## config.mk

```make
export PLATFORM = sky130hd
export DESIGN_NAME = cmd_stream_arbiter_flat
export DESIGN_NICKNAME = d
export VERILOG_FILES = /design/src/rtl/cmd_stream_arbiter_if.sv /design/src/rtl/cmd_stream_arbiter.sv /design/src/flat_wrapper.sv
export SDC_FILE = /design/constraint.sdc
export NUM_CORES = 1
export LEC_CHECK = 0
export CAP_MARGIN = 40
export CELL_PAD_IN_SITES_DETAIL_PLACEMENT = 0
export CELL_PAD_IN_SITES_GLOBAL_PLACEMENT = 1
export CORE_ASPECT_RATIO = 1.4
export CORE_MARGIN = 2
export CORE_UTILIZATION = 30
export CTS_CLUSTER_SIZE = 10
export DETAILED_ROUTE_END_ITERATION = 12
export MAX_ROUTING_LAYER = met4
export PLACE_DENSITY_LB_ADDON = 0.1
export SLEW_MARGIN = 10
export SYNTH_ARGS = -nofsm -noshare
export SYNTH_HDL_FRONTEND = slang
export SYNTH_SLANG_ARGS = --single-unit
```

## constraint.sdc

```tcl
create_clock -name axi_aclk -period 2.43 [get_ports axi_aclk]
set_clock_uncertainty 0.15 [all_clocks]
set_input_delay 0.729 -clock axi_aclk [delete_from_list [all_inputs] [get_ports axi_aclk]]
set_output_delay 0.729 -clock axi_aclk [all_outputs]
set_load 0.01 [all_outputs]
```

## src/rtl/cmd_stream_arbiter_if.sv

```systemverilog
// ---------------------------------------------------------------------------
// cmd_stream_arbiter_if
// One AXI-Stream command beat channel: tdata / tvalid / tlast / tready.
//   master modport : drives tdata, tvalid, tlast; samples tready
//   slave  modport : samples tdata, tvalid, tlast; drives tready
// ---------------------------------------------------------------------------
interface cmd_stream_arbiter_if #(
    parameter int DATA_WIDTH = 128
);
    logic [DATA_WIDTH-1:0] tdata;
    logic                  tvalid;
    logic                  tlast;
    logic                  tready;

    modport master (output tdata, output tvalid, output tlast, input tready);
    modport slave  (input tdata, input tvalid, input tlast, output tready);
endinterface

```

## src/rtl/cmd_stream_arbiter.sv

```systemverilog
// ---------------------------------------------------------------------------
// cmd_stream_arbiter
// Shares the DDR command stream (host side of the async command FIFO) between
// two requesters. Arbitration is round-robin with a packet lock: the granted
// requester keeps the path until its tlast beat, or until MAX_BURST beats have
// been accepted (forced release, flagged in burst_overrun). The output is a
// 2-entry register buffer, so M tready never reaches any S tready
// combinationally.
//
// Ports
//   axi_aclk, axi_aresetn : clock, async active-low reset
//   s0_axis_cmd, s1_axis_cmd (slave)  : requester streams
//   m_axis_cmd (master)                : stream to the command FIFO
//   grant         : one-hot current grant, 00 while idle
//   burst_overrun : sticky, a forced release occurred
//   clr_overrun   : synchronous clear of burst_overrun (and the statistics)
//   s0_beats, s1_beats : saturating accepted-beat counters
//                        (present only when CMD_ARB_STATS_EN is defined)
//
// state | meaning
// ------+-------------------------------------------------------------
// IDLE  | no grant; registers the next winner (one bubble cycle)
// GNT0  | requester 0 owns the path until tlast or MAX_BURST beats
// GNT1  | requester 1 owns the path until tlast or MAX_BURST beats
// ---------------------------------------------------------------------------
module cmd_stream_arbiter #(
    parameter int DATA_WIDTH = 128,
    parameter int MAX_BURST  = 64,
    parameter int CNT_WIDTH  = 32
) (
    input  logic                  axi_aclk,
    input  logic                  axi_aresetn,
    cmd_stream_arbiter_if.slave   s0_axis_cmd,
    cmd_stream_arbiter_if.slave   s1_axis_cmd,
    cmd_stream_arbiter_if.master  m_axis_cmd,
    output logic [1:0]            grant,
    output logic                  burst_overrun,
    input  logic                  clr_overrun
`ifdef CMD_ARB_STATS_EN
    ,
    output logic [CNT_WIDTH-1:0]  s0_beats,
    output logic [CNT_WIDTH-1:0]  s1_beats
`endif
);

    localparam int BW = (MAX_BURST > 2) ? $clog2(MAX_BURST) : 1;
    localparam logic [BW-1:0] LAST_BEAT = BW'(MAX_BURST - 1);

    typedef enum logic [1:0] {
        IDLE = 2'd0,
        GNT0 = 2'd1,
        GNT1 = 2'd2
    } state_t;

    state_t                state_q, state_d;
    logic                  rr_ptr_q, rr_ptr_d;
    logic [BW-1:0]         burst_cnt_q, burst_cnt_d;
    logic                  overrun_q, overrun_d;
    logic [1:0]            buf_count_q, buf_count_d;
    logic [DATA_WIDTH-1:0] buf0_data_q, buf0_data_d;
    logic                  buf0_last_q, buf0_last_d;
    logic [DATA_WIDTH-1:0] buf1_data_q, buf1_data_d;
    logic                  buf1_last_q, buf1_last_d;

    logic                  s0_rdy, s1_rdy;
    logic                  s0_acc, s1_acc;
    logic                  push, pop;
    logic [DATA_WIDTH-1:0] in_data;
    logic                  in_last;
    logic                  at_limit;

    // Ready depends only on registered state and buffer occupancy.
    assign s0_rdy = (state_q == GNT0) && (buf_count_q != 2'd2);
    assign s1_rdy = (state_q == GNT1) && (buf_count_q != 2'd2);
    assign s0_axis_cmd.tready = s0_rdy;
    assign s1_axis_cmd.tready = s1_rdy;

    assign s0_acc   = s0_rdy && s0_axis_cmd.tvalid;
    assign s1_acc   = s1_rdy && s1_axis_cmd.tvalid;
    assign push     = s0_acc || s1_acc;
    assign pop      = (buf_count_q != 2'd0) && m_axis_cmd.tready;
    assign in_data  = (state_q == GNT1) ? s1_axis_cmd.tdata : s0_axis_cmd.tdata;
    assign in_last  = (state_q == GNT1) ? s1_axis_cmd.tlast : s0_axis_cmd.tlast;
    assign at_limit = (burst_cnt_q == LAST_BEAT);

    assign m_axis_cmd.tvalid = (buf_count_q != 2'd0);
    assign m_axis_cmd.tdata  = buf0_data_q;
    assign m_axis_cmd.tlast  = buf0_last_q;
    assign grant             = {state_q == GNT1, state_q == GNT0};
    assign burst_overrun     = overrun_q;

    always_comb begin
        state_d     = state_q;
        rr_ptr_d    = rr_ptr_q;
        burst_cnt_d = burst_cnt_q;
        case (state_q)
            IDLE: begin
                burst_cnt_d = '0;
                if (s0_axis_cmd.tvalid && s1_axis_cmd.tvalid)
                    state_d = rr_ptr_q ? GNT1 : GNT0;
                else if (s0_axis_cmd.tvalid)
                    state_d = GNT0;
                else if (s1_axis_cmd.tvalid)
                    state_d = GNT1;
            end
            GNT0, GNT1: begin
                if (push) begin
                    if (in_last || at_limit) begin
                        state_d     = IDLE;
                        rr_ptr_d    = (state_q == GNT0);
                        burst_cnt_d = '0;
                    end else begin
                        burst_cnt_d = burst_cnt_q + 1'b1;
                    end
                end
            end
            default: state_d = IDLE;
        endcase
    end

    // A forced release in the same cycle as a clear leaves the flag set.
    always_comb begin
        overrun_d = overrun_q;
        if (push && !in_last && at_limit)
            overrun_d = 1'b1;
        else if (clr_overrun)
            overrun_d = 1'b0;
    end

    // buf0 is always the head (drives M); buf1 only fills when buf0 is stalled.
    // Push with count==2 cannot happen since tready is low when full.
    always_comb begin
        buf_count_d = buf_count_q;
        buf0_data_d = buf0_data_q;
        buf0_last_d = buf0_last_q;
        buf1_data_d = buf1_data_q;
        buf1_last_d = buf1_last_q;
        case (buf_count_q)
            2'd0: begin
                if (push) begin
                    buf0_data_d = in_data;
                    buf0_last_d = in_last;
                    buf_count_d = 2'd1;
                end
            end
            2'd1: begin
                if (push && pop) begin
                    buf0_data_d = in_data;
                    buf0_last_d = in_last;
                end else if (push) begin
                    buf1_data_d = in_data;
                    buf1_last_d = in_last;
                    buf_count_d = 2'd2;
                end else if (pop) begin
                    buf_count_d = 2'd0;
                end
            end
            2'd2: begin
                if (pop) begin
                    buf0_data_d = buf1_data_q;
                    buf0_last_d = buf1_last_q;
                    buf_count_d = 2'd1;
                end
            end
            default: buf_count_d = 2'd0;
        endcase
    end

    always_ff @(posedge axi_aclk or negedge axi_aresetn) begin
        if (!axi_aresetn) begin
            state_q     <= IDLE;
            rr_ptr_q    <= 1'b0;
            burst_cnt_q <= '0;
            overrun_q   <= 1'b0;
            buf_count_q <= 2'd0;
            buf0_data_q <= '0;
            buf0_last_q <= 1'b0;
            buf1_data_q <= '0;
            buf1_last_q <= 1'b0;
        end else begin
            state_q     <= state_d;
            rr_ptr_q    <= rr_ptr_d;
            burst_cnt_q <= burst_cnt_d;
            overrun_q   <= overrun_d;
            buf_count_q <= buf_count_d;
            buf0_data_q <= buf0_data_d;
            buf0_last_q <= buf0_last_d;
            buf1_data_q <= buf1_data_d;
            buf1_last_q <= buf1_last_d;
        end
    end

`ifdef CMD_ARB_STATS_EN
    logic [CNT_WIDTH-1:0] s0_beats_q, s0_beats_d;
    logic [CNT_WIDTH-1:0] s1_beats_q, s1_beats_d;

    always_comb begin
        s0_beats_d = s0_beats_q;
        s1_beats_d = s1_beats_q;
        if (clr_overrun) begin
            s0_beats_d = '0;
            s1_beats_d = '0;
        end else begin
            if (s0_acc && (s0_beats_q != '1))
                s0_beats_d = s0_beats_q + 1'b1;
            if (s1_acc && (s1_beats_q != '1))
                s1_beats_d = s1_beats_q + 1'b1;
        end
    end

    always_ff @(posedge axi_aclk or negedge axi_aresetn) begin
        if (!axi_aresetn) begin
            s0_beats_q <= '0;
            s1_beats_q <= '0;
        end else begin
            s0_beats_q <= s0_beats_d;
            s1_beats_q <= s1_beats_d;
        end
    end

    assign s0_beats = s0_beats_q;
    assign s1_beats = s1_beats_q;
`endif

endmodule

```

## src/flat_wrapper.sv

```systemverilog
// flat-port wrapper written by rule: the top's interface ports become plain ports
module cmd_stream_arbiter_flat 
#(
    parameter int DATA_WIDTH = 128,
    parameter int MAX_BURST  = 64,
    parameter int CNT_WIDTH  = 32
)
  (axi_aclk, axi_aresetn, grant, burst_overrun, clr_overrun, s0_axis_cmd_tdata, s0_axis_cmd_tvalid, s0_axis_cmd_tlast, s0_axis_cmd_tready, s1_axis_cmd_tdata, s1_axis_cmd_tvalid, s1_axis_cmd_tlast, s1_axis_cmd_tready, m_axis_cmd_tdata, m_axis_cmd_tvalid, m_axis_cmd_tlast, m_axis_cmd_tready);
  cmd_stream_arbiter_if #(.DATA_WIDTH(DATA_WIDTH)) s0_axis_cmd_i ();
  cmd_stream_arbiter_if #(.DATA_WIDTH(DATA_WIDTH)) s1_axis_cmd_i ();
  cmd_stream_arbiter_if #(.DATA_WIDTH(DATA_WIDTH)) m_axis_cmd_i ();
  input  logic axi_aclk;
  input  logic axi_aresetn;
  output logic [1:0] grant;
  output logic burst_overrun;
  input  logic clr_overrun;
  input wire logic [$bits(s0_axis_cmd_i.tdata)-1:0] s0_axis_cmd_tdata;
  input wire logic [$bits(s0_axis_cmd_i.tvalid)-1:0] s0_axis_cmd_tvalid;
  input wire logic [$bits(s0_axis_cmd_i.tlast)-1:0] s0_axis_cmd_tlast;
  output wire logic [$bits(s0_axis_cmd_i.tready)-1:0] s0_axis_cmd_tready;
  input wire logic [$bits(s1_axis_cmd_i.tdata)-1:0] s1_axis_cmd_tdata;
  input wire logic [$bits(s1_axis_cmd_i.tvalid)-1:0] s1_axis_cmd_tvalid;
  input wire logic [$bits(s1_axis_cmd_i.tlast)-1:0] s1_axis_cmd_tlast;
  output wire logic [$bits(s1_axis_cmd_i.tready)-1:0] s1_axis_cmd_tready;
  output wire logic [$bits(m_axis_cmd_i.tdata)-1:0] m_axis_cmd_tdata;
  output wire logic [$bits(m_axis_cmd_i.tvalid)-1:0] m_axis_cmd_tvalid;
  output wire logic [$bits(m_axis_cmd_i.tlast)-1:0] m_axis_cmd_tlast;
  input wire logic [$bits(m_axis_cmd_i.tready)-1:0] m_axis_cmd_tready;
  assign s0_axis_cmd_i.tdata = s0_axis_cmd_tdata;
  assign s0_axis_cmd_i.tvalid = s0_axis_cmd_tvalid;
  assign s0_axis_cmd_i.tlast = s0_axis_cmd_tlast;
  assign s0_axis_cmd_tready = s0_axis_cmd_i.tready;
  assign s1_axis_cmd_i.tdata = s1_axis_cmd_tdata;
  assign s1_axis_cmd_i.tvalid = s1_axis_cmd_tvalid;
  assign s1_axis_cmd_i.tlast = s1_axis_cmd_tlast;
  assign s1_axis_cmd_tready = s1_axis_cmd_i.tready;
  assign m_axis_cmd_tdata = m_axis_cmd_i.tdata;
  assign m_axis_cmd_tvalid = m_axis_cmd_i.tvalid;
  assign m_axis_cmd_tlast = m_axis_cmd_i.tlast;
  assign m_axis_cmd_i.tready = m_axis_cmd_tready;
  cmd_stream_arbiter #(.DATA_WIDTH(DATA_WIDTH), .MAX_BURST(MAX_BURST), .CNT_WIDTH(CNT_WIDTH)) u_core (.axi_aclk(axi_aclk), .axi_aresetn(axi_aresetn), .s0_axis_cmd(s0_axis_cmd_i), .s1_axis_cmd(s1_axis_cmd_i), .m_axis_cmd(m_axis_cmd_i), .grant(grant), .burst_overrun(burst_overrun), .clr_overrun(clr_overrun));
endmodule
```

# --- Yosys cells after proc, flatten, opt, wreduce, memory -nomap -nowiden ---
# Index checks and enable logic that the tools add are counted.
# W data, S select, Z words.
totals:
  inputBits: 264
  out_inout_bits: 135
  regBits: 270
  word_cells: 78
op_classes:
  n_reduce_logical: 25
  addsub: 1
  mux: 28
  bitwise: 1
  eq_ne: 14
op_table:
  columns: ["op", "count"]
  rows:
  - ["$mux W128", 4]
  - ["$pmux W128 S3", 1]
  - ["$mux W2", 11]
  - ["$mux W6", 2]
  - ["$pmux W6 S2", 1]
  - ["$ne A2 B1 Y1 const B", 5]
  - ["$logic_and A1 B1 Y1", 9]
  - ["$reduce_and A3 Y1", 3]
  - ["$reduce_and A4 Y1", 2]
  - ["$add A6 B1 Y6 const B", 1]
  - ["$eq A6 B6 Y1 const B", 1]
  - ["$mux W1", 6]
  - ["$pmux W2 S3", 1]
  - ["$reduce_bool A2 Y1", 3]
  - ["$eq A2 B1 Y1 const B", 2]
  - ["$eq A2 B2 Y1 const B", 2]
  - ["$logic_not A2 Y1", 2]
  - ["$ne A2 B2 Y1 const B", 2]
  - ["$ne A4 B3 Y1 const B", 1]
  - ["$pmux W2 S2", 1]
  - ["$ne A3 B1 Y1 const B", 1]
  - ["$pmux W1 S3", 1]
  - ["$reduce_bool A3 Y1", 1]
  - ["$logic_or A1 B1 Y1", 2]
  - ["4 further kinds", 4]

# --- Longest topological paths before layout ---
# Gate-level depths: netlist of the first run.
logic_depth:
  depth_word: 7
  mapped_depth: 9

# --- Worst setup path after synthesis of the first run ---
# Ideal clock, no wire load.
synth_timing:
  kind: "reg-to-output"
  start: "register u_core.state_q[0]"
  end: "output port s1_axis_cmd_tready"
  slack_ns: 0.096
  n_path_buf: 3
  t_arrival_ns: 1.455
  path_stages_with_launch: 7
  required_time_ns: 1.551
  path_cell_list: "dfrtp_1 -> inv_1 -> ha_1 -> buf_2 -> buf_2 -> buf_2 -> and2_1"
synth_between:
  elab_chain_len: 2
synth_lines:
  columns: ["item", "line_no", "rtl"]
  rows:
  - ["start: declaration", "cmd_stream_arbiter.sv:55", "state_t state_q, state_d;"]
  - ["start signal: assignment", "cmd_stream_arbiter.sv:181", "state_q <= state_d;"]
  - ["$eq A2 B2 Y1", null, null]
  - ["net grant[1]", "flat_wrapper.sv:14", "output logic [1:0] grant;"]
  - ["$logic_and A1 B1 Y1", "cmd_stream_arbiter.sv:74", "assign s1_rdy = (state_q == GNT1) && (buf_count_q != 2'd2);"]
  - ["end: declaration", "flat_wrapper.sv:24", "output wire logic [$bits(s1_axis_cmd_i.tready)-1:0] s1_axis_cmd_tready;"]
# The timed path passes the listed nets, and every way through them passes these cells.

# --- Worst setup path in the final report of the first run ---
layout_timing:
  start: "register u_core.state_q[0]"
  end: "output port s1_axis_cmd_tready"
layout_between:
  elab_chain_len: 2
layout_lines:
  columns: ["item", "line_no"]
  rows:
  - ["$eq A2 B2 Y1", "cmd_stream_arbiter.sv:74"]
  - ["$logic_and A1 B1 Y1", "cmd_stream_arbiter.sv:74"]
# Every way passes these cells.

==> flow_summary.yaml, run 1 <==
critical_path:
  critical_path_peak_fanout: 3
  critical_path_class: "flop to output port"
  rr_endpoint: "u_core.buf1_data_q[20]$_DFFE_PN0P_"
  worstSetupStartpoint: "u_core.state_q[0]$_DFFE_PN0P_"
  reg2reg_depth: 10
  timing.critical_path.required_ns: 1.55
  path_delay_family: "flip-flops"
  cp_slowest_cell: "dfrtp_1"
  r2r-start: "u_core.state_q[0]$_DFFE_PN0P_"
  critical-path-max-stage-delay_ns: 0.38
  critical_path_arrival_ns: 1.53
  worst-path-stages: 5
  setup.worst_path.end: "s1_axis_cmd_tready"
  worst_setup_path_end_kind: "output port"
  worstSetupStartpointType: "flop"
  crit_path_cell_trace: "inv_2 > ha_4 > buf_6 > and2_4 > buf_6"
  most_prevalent_standard_cell_on_the_critical_path: "buf_6"
  r2r_setup_slack_ns: 0.17
  critPathBufInv: 3
sta:
  setup_repair_after_global_routing_missed_its_margin: "true"
  final-max-slew-violation-count: 0
  min_period_over_period: 0.9927
  timing.slew.headroom: 0.5415
  post-route-worst-setup-slack_ns: 0.01764
  maxClockFrequency_mhz: 414.5
  final-hold-violation-count: 0
  final-setup-viol-count: 0
  min_period_ns: 2.412
  tightestPinTransition_ns: 0.6878
clock_tree:
  cts_inserted_buffers: 31
  clock_sink_count: 270
  maximum_level_of_the_cts_h_tree: 1
  cts_tree: "built"
  cts_root_buffer: "clkbuf_16"
  clock_latency_ns: 0.55
  worst_setup_hold_path_clk_slew_ns: 0.06
  clock_path_buffers: 3
finish:
  share_of_cells_above_drive_strength_1: 0.07403
  fin_nets: 2020
  core_util_final: 0.4474
  syn2layout_area_growth_pct: 47.71
global_route:
  grt_first_pass_wirelength_mm: 56.87
  maximum_number_of_pins_on_one_net_before_global_route_repair: 181
  vias_in_the_first_global_route: 10320
  track_usage: 0.1690
  overflow: 0
  grt_antenna_before_repair: 3
power:
  p_clk_frac: 0.181
  switching_share: 0.3590
  cellPowerDensity_mw_per_mm2: 1196
  combinationalPowerShare: 0.462
  netSwitchingPower_w: 0.007887
  seq_power_share: 0.357
  power.static_leakage_nw: 7.732
  max_rail_drop_vdd_v: 0.0006601
  p_int_w: 0.01408
synthesis:
  synthesis_stage_register_bit_count: 270
  ys_async_sr_fraction: 1.000
  synth_edf_count: 0
  synthAdderAreaFrac: 0.004023
  post-synth-top-count-cell: "dfrtp_1"
  synth.top_cell.area_share: 0.5431
  syn_area_mm2: 0.01244
  yosys.area_share.simple: 0.1298
  synth_top_cells_by_area: "dfrtp_1 (54%), mux2i_1 (11%), a21oi_1 (11%)"
  postSynth.topFlopCell: "dfrtp_1"
  yosys.area_share.xor_xnor: 0
  yosysSeqAreaShare: 0.5431
  yosys_warnings: 0
  syn-mean-instance-area_um2: 9.250
  synth_top_family_by_area: "compound AO/OA/AOI/OAI gates"
  post_synth_inst_count: 1345
  muxShareOfSynthArea: 0.1080
  yosys.cell_types.count: 37
  synth_compound_gate_area_share: 0.1736
  synthesized_netlist_net_count: 1613
  post-synth-top-area-cell: "dfrtp_1"
  synth.cells.most_frequent: "dfrtp_1 (270), a21oi_1 (263), nor2_1 (261)"
placed_design:
  preCtsSetupSlack_ns: -0.2116
  gp_routability_congestion: 0.7345
  port-buffer-count: 398
  dp_hpwl_mm: 26.40
worst_hold_path:
  min_path_type: "flop to flop"
route:
  drt_first_pass_iters: 6
  drc_errors: 0
  route.vias.total: 10570
  drc_marker_count_from_the_first_detailed_route_iteration: 555
  routed_wire_length_per_instance_um: 15.69
  finalWirelength_mm: 36.06
  drt.antenna.violating_nets: 0
  drt-vias-per-instance: 4.599
floorplan:
  pin_count: 399
  die_area_mm2: 0.04314
  core-area_mm2: 0.04107
  die_h_um: 245.0
  initial_core_util: 0.3029
  chipWidth_um: 176.1
  core.rowCount: 88
job:
  cap_violations: 0
outcome:
  run_status: "complete, no violations"
-- power groups by stage --
stage / Sequential, W / Combinational, W / Clock [W]
2_1_floorplan: 0.00821 / 0.00504 / 0
3_3_place_gp: 0.00786 / 0.0101 / 0
3_5_place_dp: 0.00792 / 0.0103 / 0
4_1_cts: 0.00786 / 0.0104 / 0.00416
5_1_grt: 0.00813 / 0.0113 / 0.00435
6_report: 0.00783 / 0.0102 / 0.00398
-- metal layers --
| metal | vias to the layer above | share of wire | GRT usage |
|---|---|---|---|
| li1 | 5390 | - | - |
| met1 | 4882 | 0.40 | 0.1962 |
| met2 | 264 | 0.52 | 0.2946 |
| met3 | 38 | 0.064 | 0.03764 |
| met4 | 0 | 0.019 | 0.04400 |
| met5 | - | 0 | - |
-- logic make-up (layout without fill, tap and decap cells) --
kind of cell | count (synthesis) | in the layout
other cells | 0 | 3
compound gates | 413 | 413
fa+ha+maj | 4 | 4
flops | 270 | 270
mux | 134 | 134
buf+inv | 108 | 519
simple gates | 416 | 416
-- worst min path at each step --
stage	start	endpoint	slack, ns	cells past startpoint
6_report	u_core.rr_ptr_q$_DFFE_PN0P_	u_core.rr_ptr_q$_DFFE_PN0P_	0.36	1
5_1_grt	u_core.buf1_data_q[3]$_DFFE_PN0P_	u_core.buf1_data_q[3]$_DFFE_PN0P_	0.38	2
4_1_cts	u_core.rr_ptr_q$_DFFE_PN0P_	u_core.rr_ptr_q$_DFFE_PN0P_	0.37	1
3_5_place_dp	u_core.rr_ptr_q$_DFFE_PN0P_	u_core.rr_ptr_q$_DFFE_PN0P_	0.35	1
3_3_place_gp	u_core.buf1_data_q[69]$_DFFE_PN0P_	u_core.buf1_data_q[69]$_DFFE_PN0P_	0.35	2
2_1_floorplan	axi_aresetn	u_core.buf1_data_q[0]$_DFFE_PN0P_	0.28	0
-- cells in the final DEF (no fill, tap or decap), drive strengths merged, types with 2 or more instances in the layout --
cell type,netlist,routed
mux2i,132,132
dfrtp,270,270
clkdlybuf4s50,0,378
dlygate4sd2,0,4
clkbuf,30,35
nor2,261,261
diode,0,3
clkinv,0,2
a211o,2,2
nand4,2,2
o21ai,133,133
ha,4,4
mux2,2,2
buf,73,82
and2,4,4
or3,3,3
a21oi,263,263
o211ai,2,2
nand2,135,135
o22ai,2,2
dlymetal6s2s,0,11
nor2b,2,2
inv,5,5
nand3,4,4
-- state kept, by name, indices dropped and copies added, names as in the netlist --
| name | count |
|---|---|
| u_core.buf1_data_q | 128 |
| u_core.buf1_last_q | 1 |
| u_core.buf_count_q | 2 |
| u_core.burst_cnt_q | 6 |
| u_core.burst_overrun | 1 |
| u_core.m_axis_cmd.tdata | 128 |
| u_core.m_axis_cmd.tlast | 1 |
| u_core.rr_ptr_q | 1 |
| u_core.state_q | 2 |
-- area by class of cell --
cell class | instances | area [µm²]
fillers | 4008 | 22690
flip-flops and latches | 270 | 6756
multi-input cells | 967 | 5213
repair buffers | 477 | 4905
clock buffers | 35 | 790.8
well taps | 540 | 675.6
inverters | 5 | 18.77
clock inverters | 2 | 10.01
diodes | 3 | 7.507
-- per-stage QoR --
stage | area (µm²) | total power [W] | instances | TNS, ns | hold slack (ns)
after floorplan | 12440 | 0.01326 | 1345 | 0 | 0.2834
after global placement | 17430 | 0.01799 | 2251 | -28.68 | 0.3507
after detailed placement | 17430 | 0.01819 | 2251 | -34.71 | 0.3510
after CTS | 18300 | 0.02237 | 2295 | -0.04865 | 0.3660
after global routing | 18380 | 0.02381 | 2299 | -0.1612 | 0.3833
final | 18380 | 0.02197 | 2299 | 0 | 0.3633
-- timing repair --
item | in CTS | in global routing
pin swaps | 1 | 2
hold endpoints to repair | 22 | 0
hold buffers | 1 | 0
setup endpoints to repair | 8 | 28
resized for setup | 22 | 21
cloned | 0 | 0
setup buffers | 6 | 1
(Power assumes the default switching activity.)
==> run 2, diff against run 1 <==
ABC_AREA = 1   (was default)
CTS_CLUSTER_DIAMETER = 150   (was default)
==> run 2 against run 1 <==
  * Synthesized cell count rose by 42%
  * Cell count is 26% higher
  * Worst setup slack improved by 0.021 ns
  * Sequential cell count did not move
  * Final area up 6.3%
  * Sequential power shrank 2%
  * Sequential share of layout area down 2.2 points
  * Area after synthesis is 11% higher
  * Via count up 23%
  * Largest cell class unchanged
  * Highest routed layer unchanged
  * Clock power hardly changed
  * First-iteration DRC count is 31% higher
  * Hold slack lost 0.031 ns
==> flow_summary.yaml, run 2 <==
outcome:
  run_status: "complete, no violations"
synthesis:
  ys_async_sr_fraction: 1.000
  syn_area_mm2: 0.01380
  synthesized_netlist_net_count: 2180
  synth.top_cell.area_share: 0.4894
  post-synth-top-area-cell: "dfrtp_1"
  post_synth_inst_count: 1912
  synthesis_stage_register_bit_count: 270
  post-synth-top-count-cell: "nand2_1"
  yosys_warnings: 0
  postSynth.topFlopCell: "dfrtp_1"
  syn-mean-instance-area_um2: 7.220
  yosysSeqAreaShare: 0.4894
  yosys.cell_types.count: 24
  synth_top_cells_by_area: "dfrtp_1 (49%), nand2_1 (25%), o21ai_0 (8.2%)"
  synth.cells.most_frequent: "nand2_1 (929), dfrtp_1 (270), o21ai_0 (227)"
  synth_edf_count: 0
global_route:
  vias_in_the_first_global_route: 12550
  grt_antenna_before_repair: 1
  grt_first_pass_wirelength_mm: 70.19
  track_usage: 0.1922
  maximum_number_of_pins_on_one_net_before_global_route_repair: 175
  overflow: 0
critical_path:
  crit_path_cell_trace: "clkdlybuf4s50_1"
  rr_endpoint: "u_core.m_axis_cmd.tdata[59]$_DFFE_PN0P_"
  critical_path_class: "flop to output port"
  r2r-start: "u_core.state_q[1]$_DFFE_PN0P_"
  critPathBufInv: 1
  worst_setup_path_end_kind: "output port"
  critical-path-max-stage-delay_ns: 0.60
  critical_path_arrival_ns: 1.51
  worstSetupStartpointType: "flop"
  r2r_setup_slack_ns: 0.25
  path_delay_family: "buffers and inverters"
  reg2reg_depth: 10
  critical_path_peak_fanout: 2
  cp_slowest_cell: "clkdlybuf4s50_1"
  timing.critical_path.required_ns: 1.55
finish:
  finish.cell_count_without_fillers: 2891
  fin_nets: 2542
  most_frequent_standard_cell_in_the_layout_excluding_fill_and_tap_cells: "nand2_1"
  layout_common_cells: "nand2_1 (928), clkdlybuf4s50_1 (354), dfrtp_1 (267), o21ai_0 (227), nand3_1 (141)"
  fill_cells: 4745
  syn2layout_area_growth_pct: 41.54
  share_of_cells_above_drive_strength_1: 0.05103
  core_util_final: 0.4273
power:
  cellPowerDensity_mw_per_mm2: 1180
  power.static_leakage_nw: 9.925
  max_rail_drop_vdd_v: 0.0006256
sta:
  min_period_over_period: 0.9840
  final-max-slew-violation-count: 0
  fin_setup_tns_ns: 0
  setup_repair_after_global_routing_missed_its_margin: "false"
  final-setup-viol-count: 0
  maxClockFrequency_mhz: 418.2
  final-hold-violation-count: 0
  min_period_ns: 2.391
  tightestPinTransition_ns: 0.7601
  timing.slew.headroom: 0.4933
  final_hold_slack_ns: 0.3326
clock_tree:
  clock_latency_ns: 0.56
  cts_root_buffer: "clkbuf_16"
  cts_tree: "built"
  worst_setup_hold_path_clk_slew_ns: 0.06
  cts_inserted_buffers: 30
  maximum_level_of_the_cts_h_tree: 1
  clock_sink_count: 270
  clock_path_buffers: 3
floorplan:
  initial_core_util: 0.3019
  die_area_mm2: 0.04777
  chipWidth_um: 185.3
  die_h_um: 257.8
  core.rowCount: 93
  core-area_mm2: 0.04573
  pin_count: 399
worst_hold_path:
  min_path_type: "flop to flop"
  hold_path_startpoint: "u_core.buf1_data_q[71]$_DFFE_PN0P_"
  holdPathEnd: "u_core.buf1_data_q[71]$_DFFE_PN0P_"
  worst_hold_path.num_cells: 2
placed_design:
  dp_hpwl_mm: 31.38
  gp_routability_congestion: 0.7607
  dpl.cell_count: 2855
  port-buffer-count: 398
route:
  drc_marker_count_from_the_first_detailed_route_iteration: 725
  finalWirelength_mm: 45.11
  drt-vias-per-instance: 4.514
  drt.antenna.violating_nets: 0
  drc_errors: 0
  drt_first_pass_iters: 5
  route.vias.total: 13050
  routed_wire_length_per_instance_um: 15.60
job:
  cap_violations: 0
## run 2: changes by cell type in the layout (fill, tap and decap cells not counted), sizes merged, moves of 18 or more
cell | before | now
a21oi | 263 | 1
buf | 82 | 64
clkdlybuf4s50 | 378 | 354
dlygate4sd2 | 4 | 26
inv | 5 | 145
mux2i | 132 | 0
nand2 | 135 | 932
nand3 | 4 | 145
nor2 | 261 | 10
o21a | 0 | 41
o21ai | 133 | 227
## run 2: metal layers
layer  up-vias  GRT usage  wire length [µm]
met2       335     0.3182             21880
met3        56    0.03258              2571
met4         0    0.05864              1128
met5         -          -                 0
li1       6649          -                 -
met1      6010     0.2393             19530
## run 2: through the flow
step / area, µm² / setup slack [ns] / power (W)
after floorplan: 13800 / 0.2158 / 0.01399
after global routing: 19540 / 0.00007427 / 0.02514
after global placement: 18680 / -0.04731 / 0.01935
final: 19540 / 0.03876 / 0.02306
after CTS: 19450 / -0.005329 / 0.02352
after detailed placement: 18680 / -0.08457 / 0.01949
## run 2: area by class of cell
class,instances,area (µm²),share of cell area
inverters,145,549.3,0.02811
flip-flops and latches,270,6760,0.3460
repair buffers,458,4746,0.2429
multi-input cells,1369,5933,0.3037
clock buffers,31,775.7,0.03970
diodes,1,2.502,0.0001281
well taps,617,772.0,0.03951
## run 2: what timing repair did
action	CTS	global route
pin swaps	1	3
resized for setup	49	25
endpoints found under the hold margin	31	0
hold buffers	1	0
buffers inserted	2	1
endpoints found under the setup margin	31	18
## run 2: worst max path at each step
stage,startpoint,end,slack [ns],depth (start not counted)
after floorplan,u_core.state_q[0]$_DFFE_PN0P_,s1_axis_cmd_tready,0.22,6
after global placement,s0_axis_cmd_tvalid,u_core.m_axis_cmd.tdata[96]$_DFFE_PN0P_,-0.05,7
after detailed placement,s0_axis_cmd_tvalid,u_core.buf1_data_q[12]$_DFFE_PN0P_,-0.08,7
after CTS,u_core.state_q[1]$_DFFE_PN0P_,s0_axis_cmd_tready,-0.005,5
after global routing,u_core.m_axis_cmd.tdata[58]$_DFFE_PN0P_,m_axis_cmd_tdata[58],0.00007,1
final,u_core.m_axis_cmd.tdata[120]$_DFFE_PN0P_,m_axis_cmd_tdata[120],0.04,1
## run 2: kinds of logic (layout without fill, tap and decap cells)
family | Yosys count | in the layout | synth area share
simple gates | 1091 | 1091 | 0.3125
buf+inv | 273 | 634 | 0.08656
compound gates | 272 | 272 | 0.1066
flops | 270 | 270 | 0.4894
fa+ha+maj | 4 | 4 | 0.003626
xor+xnor | 2 | 2 | 0.001269
other cells | 0 | 1 | 0
## run 2: worst min-delay path: cells and delay by family, from the launching register on
kind            cells  cell delay, ns
flops               1            0.34
simple gates        1            0.05
compound gates      1            0.06
## run 2: report_power, final
| part | leakage (nW) | switching [W] | total [W] | internal, W |
|---|---|---|---|---|
| sequential | 3.30 | 0.00108 | 0.00768 | 0.00660 |
| combinational | 6.24 | 0.00647 | 0.0114 | 0.00493 |
| clock | 0.382 | 0.00177 | 0.00399 | 0.00221 |
| total | 9.93 | 0.00933 | 0.0231 | 0.0137 |
